File: config.mk
export PLATFORM = sky130hd
export DESIGN_NAME = lsu_obi_master_flat
export DESIGN_NICKNAME = d
export VERILOG_FILES = /design/src/rtl/lsu_obi_master_if.sv /design/src/rtl/lsu_obi_master.sv /design/src/flat_wrapper.sv
export SDC_FILE = /design/constraint.sdc
export NUM_CORES = 1
export LEC_CHECK = 0
export CAP_MARGIN = 20
export CELL_PAD_IN_SITES_DETAIL_PLACEMENT = 0
export CELL_PAD_IN_SITES_GLOBAL_PLACEMENT = 1
export CORE_ASPECT_RATIO = 0.8
export CORE_MARGIN = 10
export CORE_UTILIZATION = 45
export CTS_CLUSTER_SIZE = 12
export DETAILED_ROUTE_END_ITERATION = 12
export DONT_BUFFER_PORTS = 1
export PLACE_DENSITY_LB_ADDON = 0.1
export SETUP_SLACK_MARGIN = 0.15
export SKIP_LAST_GASP = 1
export SYNTH_ARGS = -nofsm -noshare
export SYNTH_HDL_FRONTEND = slang
export SYNTH_SLANG_ARGS = --single-unit
export TNS_END_PERCENT = 10
File: constraint.sdc
create_clock -name clk -period 5.1 [get_ports clk]
set_input_delay 0.255 -clock clk [delete_from_list [all_inputs] [get_ports clk]]
set_output_delay 0.255 -clock clk [all_outputs]
set_load 0.01 [all_outputs]
File: src/rtl/lsu_obi_master_if.sv
// rtl/lsu_obi_master_if.sv - data memory request/grant/response bus
interface lsu_obi_master_if;
    logic        data_req;
    logic [31:0] data_addr;
    logic        data_we;
    logic [3:0]  data_be;
    logic [31:0] data_wdata;
    logic        data_gnt;
    logic        data_rvalid;
    logic [31:0] data_rdata;

    modport master (
        output data_req, data_addr, data_we, data_be, data_wdata,
        input  data_gnt, data_rvalid, data_rdata
    );

    modport slave (
        input  data_req, data_addr, data_we, data_be, data_wdata,
        output data_gnt, data_rvalid, data_rdata
    );
endinterface

File: src/rtl/lsu_obi_master.sv
// rtl/lsu_obi_master.sv - load-store unit driving the data memory handshake
module lsu_obi_master #(
    parameter bit WORD_ADDR   = 1'b1,
    parameter int GNT_TIMEOUT = 16,
    parameter int TO_W        = 5
) (
    input  logic              clk,
    input  logic              rst_n,
    input  logic              lsu_req,
    input  logic              lsu_we,
    input  logic [1:0]        lsu_type,
    input  logic              lsu_sign_ext,
    input  logic [31:0]       lsu_addr,
    input  logic [31:0]       lsu_wdata,
    output logic              lsu_busy,
    output logic              lsu_rvalid,
    output logic [31:0]       lsu_rdata,
    output logic              lsu_done,
    output logic              lsu_err,
    lsu_obi_master_if.master  bus
);
    typedef enum logic [1:0] {IDLE, WAIT_GNT, WAIT_RVALID} state_t;

    state_t            state_q, state_d;
    logic [TO_W-1:0]   cnt_q, cnt_d;
    logic              we_q, we_d;
    logic [1:0]        type_q, type_d;
    logic              sext_q, sext_d;
    logic [1:0]        off_q, off_d;
    logic              req_q, req_d;
    logic [31:0]       addr_q, addr_d;
    logic              dwe_q, dwe_d;
    logic [3:0]        be_q, be_d;
    logic [31:0]       wdata_q, wdata_d;
    logic              busy_q, busy_d;
    logic              rvalid_q, rvalid_d;
    logic [31:0]       rdata_q, rdata_d;
    logic              done_q, done_d;
    logic              err_q, err_d;
    logic              misaligned;
    logic              timeout_hit;

    function automatic logic [31:0] extend_load(input logic [31:0] w, input logic [1:0] typ,
                                                input logic sx, input logic [1:0] off);
        logic [7:0]  b;
        logic [15:0] h;
        b = w[{off, 3'b000} +: 8];
        h = off[1] ? w[31:16] : w[15:0];
        case (typ)
            2'b00:   extend_load = {{24{sx & b[7]}}, b};
            2'b01:   extend_load = {{16{sx & h[15]}}, h};
            default: extend_load = w;
        endcase
    endfunction

    assign misaligned = (lsu_type == 2'b11)
                      | ((lsu_type == 2'b01) & lsu_addr[0])
                      | ((lsu_type == 2'b10) & (lsu_addr[1:0] != 2'b00));

    // The timeout fires on the GNT_TIMEOUT-th cycle spent waiting for a grant.
    assign timeout_hit = (GNT_TIMEOUT != 0) && (cnt_q == TO_W'(GNT_TIMEOUT - 1));

    always_comb begin
        state_d  = state_q;
        cnt_d    = cnt_q;
        we_d     = we_q;
        type_d   = type_q;
        sext_d   = sext_q;
        off_d    = off_q;
        req_d    = req_q;
        addr_d   = addr_q;
        dwe_d    = dwe_q;
        be_d     = be_q;
        wdata_d  = wdata_q;
        rvalid_d = 1'b0;
        rdata_d  = rdata_q;
        done_d   = 1'b0;
        err_d    = 1'b0;
        case (state_q)
            IDLE: begin
                if (lsu_req) begin
                    if (misaligned) begin
                        err_d = 1'b1;
                    end else begin
                        we_d    = lsu_we;
                        type_d  = lsu_type;
                        sext_d  = lsu_sign_ext;
                        off_d   = lsu_addr[1:0];
                        req_d   = 1'b1;
                        addr_d  = WORD_ADDR ? {2'b00, lsu_addr[31:2]} : {lsu_addr[31:2], 2'b00};
                        dwe_d   = lsu_we;
                        cnt_d   = '0;
                        state_d = WAIT_GNT;
                        case (lsu_type)
                            2'b00: begin
                                be_d    = 4'b0001 << lsu_addr[1:0];
                                wdata_d = {4{lsu_wdata[7:0]}};
                            end
                            2'b01: begin
                                be_d    = 4'b0011 << lsu_addr[1:0];
                                wdata_d = {2{lsu_wdata[15:0]}};
                            end
                            default: begin
                                be_d    = 4'b1111;
                                wdata_d = lsu_wdata;
                            end
                        endcase
                    end
                end
            end
            WAIT_GNT: begin
                cnt_d = cnt_q + 1'b1;
                if (bus.data_gnt) begin
                    req_d = 1'b0;
                    if (bus.data_rvalid) begin
                        done_d  = 1'b1;
                        state_d = IDLE;
                        if (!we_q) begin
                            rvalid_d = 1'b1;
                            rdata_d  = extend_load(bus.data_rdata, type_q, sext_q, off_q);
                        end
                    end else begin
                        state_d = WAIT_RVALID;
                    end
                end else if (timeout_hit) begin
                    req_d   = 1'b0;
                    err_d   = 1'b1;
                    state_d = IDLE;
                end
            end
            WAIT_RVALID: begin
                if (bus.data_rvalid) begin
                    done_d  = 1'b1;
                    state_d = IDLE;
                    if (!we_q) begin
                        rvalid_d = 1'b1;
                        rdata_d  = extend_load(bus.data_rdata, type_q, sext_q, off_q);
                    end
                end
            end
            default: state_d = IDLE;
        endcase
        busy_d = (state_d != IDLE);
    end

    always_ff @(posedge clk or negedge rst_n) begin
        if (!rst_n) begin
            state_q  <= IDLE;
            cnt_q    <= '0;
            we_q     <= 1'b0;
            type_q   <= 2'b00;
            sext_q   <= 1'b0;
            off_q    <= 2'b00;
            req_q    <= 1'b0;
            addr_q   <= '0;
            dwe_q    <= 1'b0;
            be_q     <= '0;
            wdata_q  <= '0;
            busy_q   <= 1'b0;
            rvalid_q <= 1'b0;
            rdata_q  <= '0;
            done_q   <= 1'b0;
            err_q    <= 1'b0;
        end else begin
            state_q  <= state_d;
            cnt_q    <= cnt_d;
            we_q     <= we_d;
            type_q   <= type_d;
            sext_q   <= sext_d;
            off_q    <= off_d;
            req_q    <= req_d;
            addr_q   <= addr_d;
            dwe_q    <= dwe_d;
            be_q     <= be_d;
            wdata_q  <= wdata_d;
            busy_q   <= busy_d;
            rvalid_q <= rvalid_d;
            rdata_q  <= rdata_d;
            done_q   <= done_d;
            err_q    <= err_d;
        end
    end

    assign bus.data_req   = req_q;
    assign bus.data_addr  = addr_q;
    assign bus.data_we    = dwe_q;
    assign bus.data_be    = be_q;
    assign bus.data_wdata = wdata_q;
    assign lsu_busy       = busy_q;
    assign lsu_rvalid     = rvalid_q;
    assign lsu_rdata      = rdata_q;
    assign lsu_done       = done_q;
    assign lsu_err        = err_q;
endmodule

File: src/flat_wrapper.sv
// flat-port wrapper written by rule: the top's interface ports become plain ports
module lsu_obi_master_flat 
#(
    parameter bit WORD_ADDR   = 1'b1,
    parameter int GNT_TIMEOUT = 16,
    parameter int TO_W        = 5
)
  (clk, rst_n, lsu_req, lsu_we, lsu_type, lsu_sign_ext, lsu_addr, lsu_wdata, lsu_busy, lsu_rvalid, lsu_rdata, lsu_done, lsu_err, bus_data_req, bus_data_addr, bus_data_we, bus_data_be, bus_data_wdata, bus_data_gnt, bus_data_rvalid, bus_data_rdata);
  lsu_obi_master_if bus_i ();
  input  logic clk;
  input  logic rst_n;
  input  logic lsu_req;
  input  logic lsu_we;
  input  logic [1:0] lsu_type;
  input  logic lsu_sign_ext;
  input  logic [31:0] lsu_addr;
  input  logic [31:0] lsu_wdata;
  output logic lsu_busy;
  output logic lsu_rvalid;
  output logic [31:0] lsu_rdata;
  output logic lsu_done;
  output logic lsu_err;
  output wire logic [$bits(bus_i.data_req)-1:0] bus_data_req;
  output wire logic [$bits(bus_i.data_addr)-1:0] bus_data_addr;
  output wire logic [$bits(bus_i.data_we)-1:0] bus_data_we;
  output wire logic [$bits(bus_i.data_be)-1:0] bus_data_be;
  output wire logic [$bits(bus_i.data_wdata)-1:0] bus_data_wdata;
  input wire logic [$bits(bus_i.data_gnt)-1:0] bus_data_gnt;
  input wire logic [$bits(bus_i.data_rvalid)-1:0] bus_data_rvalid;
  input wire logic [$bits(bus_i.data_rdata)-1:0] bus_data_rdata;
  assign bus_data_req = bus_i.data_req;
  assign bus_data_addr = bus_i.data_addr;
  assign bus_data_we = bus_i.data_we;
  assign bus_data_be = bus_i.data_be;
  assign bus_data_wdata = bus_i.data_wdata;
  assign bus_i.data_gnt = bus_data_gnt;
  assign bus_i.data_rvalid = bus_data_rvalid;
  assign bus_i.data_rdata = bus_data_rdata;
  lsu_obi_master #(.WORD_ADDR(WORD_ADDR), .GNT_TIMEOUT(GNT_TIMEOUT), .TO_W(TO_W)) u_core (.clk(clk), .rst_n(rst_n), .lsu_req(lsu_req), .lsu_we(lsu_we), .lsu_type(lsu_type), .lsu_sign_ext(lsu_sign_ext), .lsu_addr(lsu_addr), .lsu_wdata(lsu_wdata), .lsu_busy(lsu_busy), .lsu_rvalid(lsu_rvalid), .lsu_rdata(lsu_rdata), .lsu_done(lsu_done), .lsu_err(lsu_err), .bus(bus_i));
endmodule
==> results_dict.tcl <==
set metrics [dict create \
    coreArea_um2 11700 \
    timing.setup.tns_ns 0 \
    worst_hold_path_type "in2reg" \
    slew_viol_final 0 \
    fin_area_um2 6710 \
    slowest_delay_ns 0.94 \
    critPathLaunch "u_core.off_q[1]$_DFFE_PN0P_" \
    ff2ff_setup_slack_ns 2.41 \
    htree_levels 4 \
    worstPathRequired_ns 5.35 \
    synth.cells.most_frequent "116 x dfrtp_1, 58 x nand2_1, 47 x mux2_2" \
    leakage_nw 2.92 \
    viasPerCell 5.53 \
    final.min_clock_period_ns 2.69 \
    area_growth_pct 23.0 \
    synth_flop_cell "dfrtp_1" \
    hold_ws_ns 0.0207 \
    cts_tree "done" \
    clk_pin_slew_ns 0.05 \
    synth_top_area_share_pct 53.2 \
    power.total_mw 4.25 \
    nets 654 \
    skew_ns 0.00700 \
    yosys.cell_count.top_type "dfrtp_1" \
    grt_max_degree 117 \
    critical_path_arrival_ns 2.94 \
    dr_wl_met2_um 7380 \
    synth_seq_area_share_pct 53.2 \
    syn_area_um2 5460 \
    grt_first_pass_wirelength_um 24700 \
    cts_root_buffer "clkbuf_16" \
    grt_usage_pct 18.4 \
    fmax_mhz 372 \
    rr_endpoint "u_core.lsu_rdata[21]$_DFFE_PN0P_" \
    cts_made_buffers 17 \
    dieArea_um2 17000 \
    drc 0 \
    reg2reg_from "u_core.off_q[1]$_DFFE_PN0P_" \
    avgSynthCellArea_um2 11.0 \
    dr_total_vias 3877 \
    drtIter0Drc 256 \
    worstSetupPathType "reg2reg" \
    synthArstFlopShare_pct 100 \
    dpl.hpwl_um 10600 \
    wl_met1_um 6070 \
    power_density_nw_per_um2 633 \
    critical-path-slowest-cell "dfrtp_1" \
    insertion_delay_ns 0.40 \
    synth_cell_type_count 47 \
    die_y_um 119 \
    drv_cap 0 \
    ir_drop_mv 0.300 \
    synth_edf_count 0 \
    yosys_warnings 0 \
    synthTopCellsByArea "dfrtp_1 53%, mux2_2 9.7%, mux2i_1 7.0%" \
    dr.max_layer_used "met4" \
    yosysTopAreaCell "dfrtp_1" \
    cp_cell_sequence "mux4_2 > mux2_2 > a31oi_4 > a21oi_1" \
    grt_overflow_total 0 \
    antenna_found_initial 0 \
    chipWidth_um 143 \
    finish.utilization_pct 57.4 \
    synth-seq-cells 116 \
    rows 35 \
    cp-end-kind "flop" \
    wl_per_cell_um 22.0 \
    synthCells 498 \
    tightest_slew_ns 1.04 \
    cts.sinks 116 \
    crit_path_end "u_core.lsu_rdata[21]$_DFFE_PN0P_" \
    pre_cts_ws_ns 2.46 \
    crit_path_max_fanout 20 \
    placed_cells 613 \
    hold_viol 0 \
    gp_congestion 0.772 \
    clk_path_buf_depth 2 \
    rr_worst_depth 4 \
    layout_setup_ws_ns 2.41 \
    grt_pass1_vias 4087 \
    port_buffers 0 \
    final_cells 701 \
    worstHoldStart "lsu_type[0]" \
    status "finished clean" \
    worstSetupStartpointType "flop" \
    place_area_um2 5510 \
    wl_um 15400 \
    relSlewSlack_pct 31.0 \
    rsz0062_at_grt "false" \
    finalSetupViolations 0 \
    io_pins 211 \
    start_util_pct 46.7 \
    cts_setup_buffers 0 \
    dr.pass1.iters 5 \
    fin_crit_sh_pct 52.8 \
    diodes 0 \
    dr_wl_met3_um 1880 \
    antenna_left 0 \
    layout-drive-gt1-share_pct 17.2 \
]
## sequential cells by signal, indices dropped and copies added, names as in the netlist, 2 cells and up
name / cells
u_core.bus.data_addr: 30
u_core.bus.data_be: 4
u_core.bus.data_wdata: 32
u_core.cnt_q: 5
u_core.lsu_rdata: 32
u_core.off_q: 2
u_core.state_q: 2
u_core.type_q: 2
## layer usage
| layer | vias to the layer above | GRT usage (%) |
|---|---|---|
| met5 | - | 0 |
| met4 | 0 | 4.44 |
| met3 | 11 | 8.56 |
| met2 | 146 | 28.6 |
| met1 | 1880 | 22.8 |
| li1 | 1840 | - |
## worst min-delay path by stage
stage,endpoint,cells after the start
6_report,u_core.type_q[0]$_DFFE_PN0P_,1
5_1_grt,u_core.type_q[0]$_DFFE_PN0P_,1
4_1_cts,u_core.bus.data_addr[13]$_DFFE_PN0P_,1
3_5_place_dp,u_core.lsu_rdata[29]$_DFFE_PN0P_,0
3_3_place_gp,u_core.lsu_rdata[29]$_DFFE_PN0P_,0
2_1_floorplan,u_core.bus.data_addr[0]$_DFFE_PN0P_,0
## report_power, final
group	switching, mW	leakage, nW	total [mW]	internal [mW]
sequential	0.648	1.40	2.02	1.37
combinational	0.509	1.25	1.07	0.558
clock	0.404	0.279	1.17	0.762
total	1.56	2.92	4.25	2.69
## repair_timing
action	4_1_cts	5_1_grt
hold buffers	54	3
hold endpoints to repair	171	3
resized for setup	0	0
endpoints found under the setup margin	0	0
## layout by cell type, fill, tap and decap left out, drive strengths merged, types with 5 or more instances in the layout
cell | Yosys | layout
a21oi | 40 | 40
and2 | 8 | 8
clkbuf | 18 | 21
dfrtp | 116 | 116
dlygate4sd3 | 0 | 56
ha | 6 | 6
inv | 6 | 7
mux2 | 47 | 47
mux2i | 38 | 38
mux4 | 7 | 7
nand2 | 58 | 58
nor2 | 40 | 40
nor2b | 5 | 5
nor3 | 5 | 5
o21ai | 43 | 43
o22ai | 8 | 8
## critical path, delay by kind of cell (launching register included)
family / cells / cell delay [ns]
mux: 2 / 0.95
flops: 1 / 0.94
compound gates: 2 / 0.63
## cell type report
type | count | area [um^2]
clock inverter | 8 | 101
tap | 148 | 185
fill | 1014 | 4980
inverter | 6 | 22.5
clock buffer | 21 | 480
timing repair buffer | 60 | 631
multi-input combinational | 342 | 2390
sequential | 116 | 2900
## logic make-up (layout without fill, tap and decap cells)
family	Yosys count	after routing	share of synthesized area [%]
and+or+nand+nor	134	134	11.1
DFF	116	116	53.2
AOI/OAI and AO/OA	107	107	11.1
muxes	92	92	19.5
buffers and inverters	41	95	3.44
adders and majority gates	6	6	1.37
other	1	2	0.0687
xor gates and xnor gates	1	1	0.160
Power figures use the tool's default switching activity.
